===== config.mk =====
export PLATFORM = sky130hd
export DESIGN_NAME = memory_turn_ctrl_flat
export DESIGN_NICKNAME = d
export VERILOG_FILES = /design/src/rtl/memory_turn_ctrl_if.sv /design/src/rtl/memory_turn_ctrl.sv /design/src/flat_wrapper.sv
export SDC_FILE = /design/constraint.sdc
export NUM_CORES = 1
export LEC_CHECK = 0
export BUFFER_PORTS_ARGS = -buffer_cell sky130_fd_sc_hd__buf_2
export CORE_MARGIN = 4
export CORE_UTILIZATION = 58
export DETAILED_ROUTE_END_ITERATION = 12
export GPL_TIMING_DRIVEN = 0
export HOLD_SLACK_MARGIN = 0.12
export PLACE_DENSITY = 0.86
export SLEW_MARGIN = 25
export SYNTH_ARGS = -nofsm -noshare
export SYNTH_HDL_FRONTEND = slang
export SYNTH_SLANG_ARGS = --single-unit
export TNS_END_PERCENT = 10

===== constraint.sdc =====
create_clock -name clk -period 6.2 [get_ports clk]
set_clock_uncertainty 0.1 [all_clocks]
set_input_delay 0.93 -clock clk [delete_from_list [all_inputs] [get_ports clk]]
set_output_delay 0.93 -clock clk [all_outputs]
set_load 0.05 [all_outputs]

===== src/rtl/memory_turn_ctrl_if.sv =====
// rtl/memory_turn_ctrl_if.sv - bus bundle between turn controller and game datapath/inputs
//
// Purpose: groups the key/switch inputs, datapath verdicts and the controller's
// outputs so the controller takes a single bus port.
// Ports (signals):
//   start, next_card, match, deck_empty      : driven by master (inputs/datapath)
//   next_card_output, output_correct_answer,
//   analyse, card_idx, lives_left, streak,
//   best_streak, game_over, win, state       : driven by slave (turn controller)
interface memory_turn_ctrl_if #(
  parameter int CIDX_W   = 1,
  parameter int LIVES_W  = 2,
  parameter int STREAK_W = 8
);
  logic                start;
  logic                next_card;
  logic                match;
  logic                deck_empty;
  logic                next_card_output;
  logic                output_correct_answer;
  logic                analyse;
  logic [CIDX_W-1:0]   card_idx;
  logic [LIVES_W-1:0]  lives_left;
  logic [STREAK_W-1:0] streak;
  logic [STREAK_W-1:0] best_streak;
  logic                game_over;
  logic                win;
  logic [2:0]          state;

  modport master (
    output start, next_card, match, deck_empty,
    input  next_card_output, output_correct_answer, analyse, card_idx,
           lives_left, streak, best_streak, game_over, win, state
  );

  modport slave (
    input  start, next_card, match, deck_empty,
    output next_card_output, output_correct_answer, analyse, card_idx,
           lives_left, streak, best_streak, game_over, win, state
  );
endinterface


===== src/rtl/memory_turn_ctrl.sv =====
// rtl/memory_turn_ctrl.sv - parametrised turn controller for the memory card game
//
// Purpose: sequences CARDS_PER_TURN card reveals per turn, strobes analyse for
// one cycle, scores the match verdict (lives, streak, best streak) and ends the
// game on loss of all lives or deck exhaustion.
// Ports:
//   clk    : single clock, rising edge
//   resetn : synchronous active-low reset
//   bus    : memory_turn_ctrl_if slave modport (inputs start/next_card/match/
//            deck_empty; outputs strobes, card_idx, lives_left, streak,
//            best_streak, game_over, win, state)
module memory_turn_ctrl #(
  parameter int CARDS_PER_TURN = 2,
  parameter int CHAIN          = 1,
  parameter int LIVES          = 3,
  parameter int STREAK_W       = 8,
  parameter int FINISH_CYCLES  = 4
) (
  input logic               clk,
  input logic               resetn,
  memory_turn_ctrl_if.slave bus
);

  localparam int CIDX_W  = (CARDS_PER_TURN <= 2) ? 1 : $clog2(CARDS_PER_TURN);
  localparam int LIVES_W = $clog2(LIVES + 1);
  localparam int FCNT_W  = (FINISH_CYCLES <= 2) ? 1 : $clog2(FINISH_CYCLES);

  localparam logic [CIDX_W-1:0]  LAST_IDX  = CIDX_W'(CARDS_PER_TURN - 1);
  localparam logic [CIDX_W-1:0]  CHAIN_IDX = CIDX_W'((CHAIN != 0) ? 1 : 0);
  localparam logic [LIVES_W-1:0] LIVES_INIT = LIVES_W'(LIVES);
  localparam logic [FCNT_W-1:0]  FCNT_LAST  = FCNT_W'(FINISH_CYCLES - 1);

  typedef enum logic [2:0] {
    S_IDLE    = 3'd0,
    S_CARD    = 3'd1,
    S_ANALYZE = 3'd2,
    S_RIGHT   = 3'd3,
    S_WRONG   = 3'd4,
    S_FINISH  = 3'd5
  } state_t;

  state_t              state_q;
  logic [CIDX_W-1:0]   idx_q;
  logic [LIVES_W-1:0]  lives_q;
  logic [STREAK_W-1:0] streak_q;
  logic [STREAK_W-1:0] best_q;
  logic                win_q;
  logic [FCNT_W-1:0]   fcnt_q;

  // Saturating increment; the same value feeds streak and the best-streak max.
  logic [STREAK_W-1:0] streak_inc;
  assign streak_inc = (&streak_q) ? streak_q : streak_q + STREAK_W'(1);

  always_ff @(posedge clk) begin
    if (!resetn) begin
      state_q  <= S_IDLE;
      idx_q    <= '0;
      lives_q  <= LIVES_INIT;
      streak_q <= '0;
      best_q   <= '0;
      win_q    <= 1'b0;
      fcnt_q   <= '0;
    end else begin
      case (state_q)
        S_IDLE: begin
          if (bus.start) begin
            state_q  <= S_CARD;
            idx_q    <= '0;
            lives_q  <= LIVES_INIT;
            streak_q <= '0;
            win_q    <= 1'b0;
          end
        end
        S_CARD: begin
          // No edge detection: every high cycle of next_card advances a card.
          if (bus.next_card) begin
            if (idx_q == LAST_IDX) state_q <= S_ANALYZE;
            else                   idx_q   <= idx_q + CIDX_W'(1);
          end
        end
        S_ANALYZE: begin
          state_q <= bus.match ? S_RIGHT : S_WRONG;
        end
        S_RIGHT: begin
          streak_q <= streak_inc;
          if (streak_inc > best_q) best_q <= streak_inc;
          if (bus.deck_empty) begin
            state_q <= S_FINISH;
            win_q   <= 1'b1;
            fcnt_q  <= '0;
          end else begin
            state_q <= S_CARD;
            // With chaining the last card shown becomes card 0 of the next turn.
            idx_q   <= CHAIN_IDX;
          end
        end
        S_WRONG: begin
          streak_q <= '0;
          lives_q  <= lives_q - LIVES_W'(1);
          // Losing the last life beats deck exhaustion.
          if (lives_q == LIVES_W'(1)) begin
            state_q <= S_FINISH;
            win_q   <= 1'b0;
            fcnt_q  <= '0;
          end else if (bus.deck_empty) begin
            state_q <= S_FINISH;
            win_q   <= 1'b1;
            fcnt_q  <= '0;
          end else begin
            state_q <= S_CARD;
            idx_q   <= '0;
          end
        end
        S_FINISH: begin
          if (fcnt_q == FCNT_LAST) state_q <= S_IDLE;
          else                     fcnt_q  <= fcnt_q + FCNT_W'(1);
        end
        default: begin
          state_q <= S_IDLE;
        end
      endcase
    end
  end

  // Moore strobes decoded from registered state and card index.
  assign bus.next_card_output      = (state_q == S_CARD);
  assign bus.output_correct_answer = (state_q == S_CARD) && (idx_q != '0);
  assign bus.analyse               = (state_q == S_ANALYZE);
  assign bus.game_over             = (state_q == S_FINISH);
  assign bus.card_idx              = idx_q;
  assign bus.lives_left            = lives_q;
  assign bus.streak                = streak_q;
  assign bus.best_streak           = best_q;
  assign bus.win                   = win_q;
  assign bus.state                 = state_q;

endmodule


===== src/flat_wrapper.sv =====
// flat-port wrapper written by rule: the top's interface ports become plain ports
module memory_turn_ctrl_flat 
#(
  parameter int CARDS_PER_TURN = 2,
  parameter int CHAIN          = 1,
  parameter int LIVES          = 3,
  parameter int STREAK_W       = 8,
  parameter int FINISH_CYCLES  = 4
)
  (clk, resetn, bus_start, bus_next_card, bus_match, bus_deck_empty, bus_next_card_output, bus_output_correct_answer, bus_analyse, bus_card_idx, bus_lives_left, bus_streak, bus_best_streak, bus_game_over, bus_win, bus_state);
  memory_turn_ctrl_if #(.CIDX_W(1), .LIVES_W(2), .STREAK_W(STREAK_W)) bus_i ();
  input logic clk;
  input logic resetn;
  input wire logic [$bits(bus_i.start)-1:0] bus_start;
  input wire logic [$bits(bus_i.next_card)-1:0] bus_next_card;
  input wire logic [$bits(bus_i.match)-1:0] bus_match;
  input wire logic [$bits(bus_i.deck_empty)-1:0] bus_deck_empty;
  output wire logic [$bits(bus_i.next_card_output)-1:0] bus_next_card_output;
  output wire logic [$bits(bus_i.output_correct_answer)-1:0] bus_output_correct_answer;
  output wire logic [$bits(bus_i.analyse)-1:0] bus_analyse;
  output wire logic [$bits(bus_i.card_idx)-1:0] bus_card_idx;
  output wire logic [$bits(bus_i.lives_left)-1:0] bus_lives_left;
  output wire logic [$bits(bus_i.streak)-1:0] bus_streak;
  output wire logic [$bits(bus_i.best_streak)-1:0] bus_best_streak;
  output wire logic [$bits(bus_i.game_over)-1:0] bus_game_over;
  output wire logic [$bits(bus_i.win)-1:0] bus_win;
  output wire logic [$bits(bus_i.state)-1:0] bus_state;
  assign bus_i.start = bus_start;
  assign bus_i.next_card = bus_next_card;
  assign bus_i.match = bus_match;
  assign bus_i.deck_empty = bus_deck_empty;
  assign bus_next_card_output = bus_i.next_card_output;
  assign bus_output_correct_answer = bus_i.output_correct_answer;
  assign bus_analyse = bus_i.analyse;
  assign bus_card_idx = bus_i.card_idx;
  assign bus_lives_left = bus_i.lives_left;
  assign bus_streak = bus_i.streak;
  assign bus_best_streak = bus_i.best_streak;
  assign bus_game_over = bus_i.game_over;
  assign bus_win = bus_i.win;
  assign bus_state = bus_i.state;
  memory_turn_ctrl #(.CARDS_PER_TURN(CARDS_PER_TURN), .CHAIN(CHAIN), .LIVES(LIVES), .STREAK_W(STREAK_W), .FINISH_CYCLES(FINISH_CYCLES)) u_core (.clk(clk), .resetn(resetn), .bus(bus_i));
endmodule

==> impl_metrics.json <==
{
  "ios": 33,
  "power_switching_mw": 0.1166,
  "postCtsSetupBuffers": 0,
  "p_per_area_nw_per_um2": 189.7,
  "ys_ff_latch": 25,
  "holdBufCountCts": 0,
  "setup_slack_ps": 3420,
  "p_int_mw": 0.2178,
  "swShare": 0.3487,
  "hold_path_depth": 2,
  "peakVddDrop_mv": 0.1223,
  "cts_root_buf": "clkbuf_4",
  "final_cell_mix": "35 x buf_2, 25 x dfxtp_1, 24 x nand2_1, 19 x nor2_1",
  "synth_edf_count": 0,
  "seqPwrFrac": 0.514,
  "track_usage": 0.2036,
  "portBuffers": 32,
  "drt-total-wl_um": 3469,
  "core.rowCount": 18,
  "viasPerCell": 5.738,
  "syn_avg_cell_area_um2": 8.274,
  "worstPathRequired_ps": 6340,
  "final_common_cell": "buf_2",
  "grt_setup_unrepaired": "no",
  "grt_pass1_wl_um": 5699,
  "fmax_mhz": 359.7,
  "final_hold_viol_count": 0,
  "leakagePower_nw": 0.8282,
  "busiest_layer": "met2",
  "cts_resized": 0,
  "gp_congestion": 0.8794,
  "power.share.clock": 0.215,
  "maxSlewViolCount": 0,
  "pwr-share-comb": 0.272,
  "cts.sinks": 25,
  "synth_warnings": 0,
  "end_kind": "flip-flop",
  "cts_inserted_buffers": 3,
  "layout.cells.non_filler": 252,
  "die-area_um2": 3541,
  "crit_arrival_ps": 2920,
  "coreArea_um2": 2500,
  "area_delta_synth_final_pct": 14.55,
  "clk_latency_ps": 310,
  "r2r-end": "u_core.bus.best_streak[0]$_SDFFE_PN0P_",
  "die_w_um": 59.51,
  "fillerInstances": 194,
  "setup_tns_ps": 0,
  "r2r_start": "u_core.bus.streak[0]$_SDFFE_PN0P_",
  "synth.cell_area_um2": 1539,
  "ctsLongestPathBuffers": 2,
  "postSynth.asyncResetShare": 0,
  "crit_fanout": 8,
  "rr_worst_depth": 10,
  "syn_nets": 203,
  "multi_input_area_um2": 952.2,
  "final_net_count": 240,
  "initial_core_util": 0.6156,
  "post-route-period-util": 0.4485,
  "setup_viol": 0,
  "drtIter0Drc": 44,
  "grt_overflow": 0,
  "gr-usage-met1": 0.2796,
  "hold_path.class": "flip-flop to flip-flop",
  "use_met3": 0.01961,
  "antenna-diode-count": 0,
  "drive_gt1_frac": 0.2297,
  "max_cap_viol_count": 0,
  "path_clk_slew_ps": 130,
  "tritoncts": "done",
  "synth-main-ff-cell": "dfxtp_1",
  "firstDrtPassIters": 4,
  "syn_inst": 186,
  "worst_pin_slew_ps": 441.5,
  "hp-start": "u_core.bus.best_streak[6]$_SDFFE_PN0P_",
  "ant_nets": 0,
  "r2r_setup_slack_ps": 3420,
  "place_inst": 248,
  "routedWlPerCell_um": 13.77,
  "h-tree-depth": 1,
  "regArea_um2": 500.5,
  "grt_pass1_vias": 1317,
  "hold_path_end": "u_core.bus.best_streak[6]$_SDFFE_PN0P_",
  "status": "complete, no violations",
  "grt_max_degree": 14,
  "drc": 0,
  "place_ws_ps": 3462,
  "ys_seq_area_frac": 0.3252,
  "relSlewSlack": 0.7057,
  "use_met2": 0.3417,
  "finalCriticalPeriod_ps": 2780,
  "crit_type": "flip-flop to flip-flop",
  "route.vias.total": 1446,
  "dp_hpwl_um": 2762,
  "ys_types": 44,
  "antenna_found_initial": 0,
  "cp-start-kind": "flip-flop",
  "die_y_um": 59.51
}
[power by group through the flow]
stage | Sequential (mW) | Clock, mW | Combinational, mW
floorplan | 0.192 | 0 | 0.0528
global placement | 0.175 | 0 | 0.0880
detailed placement | 0.175 | 0 | 0.0904
CTS | 0.172 | 0.0741 | 0.0905
global route | 0.173 | 0.0803 | 0.0969
finish | 0.172 | 0.0718 | 0.0908
[through the flow]
stage	util	cell area, µm²	hold WS, ps	power [mW]
after global routing	0.7052	1763	414.8	0.3501
after floorplan	-	1539	381.5	0.2445
final	0.7052	1763	382.2	0.3345
after detailed placement	0.6947	1737	368.9	0.2657
after CTS	0.7052	1763	388.1	0.3363
after global placement	0.6947	1737	356.1	0.2628
[worst max-delay path by stage]
stage	slack, ps	from	depth (start not counted)	endpoint
6_report	3420	u_core.bus.streak[0]$_SDFFE_PN0P_	10	u_core.bus.best_streak[0]$_SDFFE_PN0P_
3_3_place_gp	3550	u_core.bus.streak[0]$_SDFFE_PN0P_	10	u_core.bus.best_streak[5]$_SDFFE_PN0P_
5_1_grt	3230	u_core.bus.streak[0]$_SDFFE_PN0P_	10	u_core.bus.best_streak[2]$_SDFFE_PN0P_
3_5_place_dp	3460	u_core.bus.streak[0]$_SDFFE_PN0P_	10	u_core.bus.best_streak[0]$_SDFFE_PN0P_
2_1_floorplan	3060	u_core.bus.state[1]$_SDFFE_PN0P_	4	bus_output_correct_answer
4_1_cts	3430	u_core.bus.streak[0]$_SDFFE_PN0P_	10	u_core.bus.best_streak[1]$_SDFFE_PN0P_
[worst max-delay path: stages (launching register included)]
cell and delay [ps]:
dfxtp_1 450, ha_1 260, nand4_1 190, nor2_2 230, mux2_4 350, ha_1 290
nor2b_1 130, o211ai_1 150, nand3_1 110, nand2_2 230, mux2i_1 230
[sequential cells by signal, summed over array words and instances (netlist names)]
name and flops:
u_core.bus.card_idx 1, u_core.bus.best_streak 8, u_core.fcnt_q 2, u_core.bus.streak 8
u_core.bus.win 1, u_core.bus.state 3, u_core.bus.lives_left 2
[layer usage]
metal / vias up / part of all wire
li1: 732 / -
met1: 681 / 0.47
met2: 31 / 0.48
met3: 2 / 0.042
met4: 0 / 0.0040
met5: - / 0
[synthesized netlist by cell type, types with 2 or more instances]
master	instances	share of area
dfxtp_1	25	0.33
nand2_1	24	0.059
nor2_1	19	0.046
ha_1	11	0.089
inv_1	11	0.027
a21oi_1	10	0.033
mux2i_1	10	0.065
a22oi_1	7	0.034
nor3_1	5	0.016
o21ai_0	5	0.016
nand3_1	4	0.013
o21a_1	4	0.020
a211oi_1	3	0.015
a31oi_1	3	0.012
and2_1	3	0.012
buf_2	3	0.0098
nand2b_1	3	0.012
nand4_1	3	0.012
nor2b_1	3	0.012
clkbuf_1	2	0.0049
mux2_4	2	0.020
nand3b_1	2	0.0098
o211ai_1	2	0.0098
o22ai_1	2	0.0081
[area by class of cell]
type	count	area share
Buffer	7	0.02555
Clock buffer	4	0.01490
Inverter	11	0.02342
Multi-Input combinational cell	143	0.5401
Sequential cell	25	0.2839
Tap cell	30	0.02129
Timing Repair Buffer	32	0.09084
[kinds of logic after synthesis]
kind of cell / share of synthesized area
flops: 0.3252
xor+xnor: 0.005692
buf+inv: 0.05610
compound gates: 0.1724
fa+ha+maj: 0.08943
simple gates: 0.2594
mux: 0.09187
No activity file was read; power rests on OpenSTA's default activity.
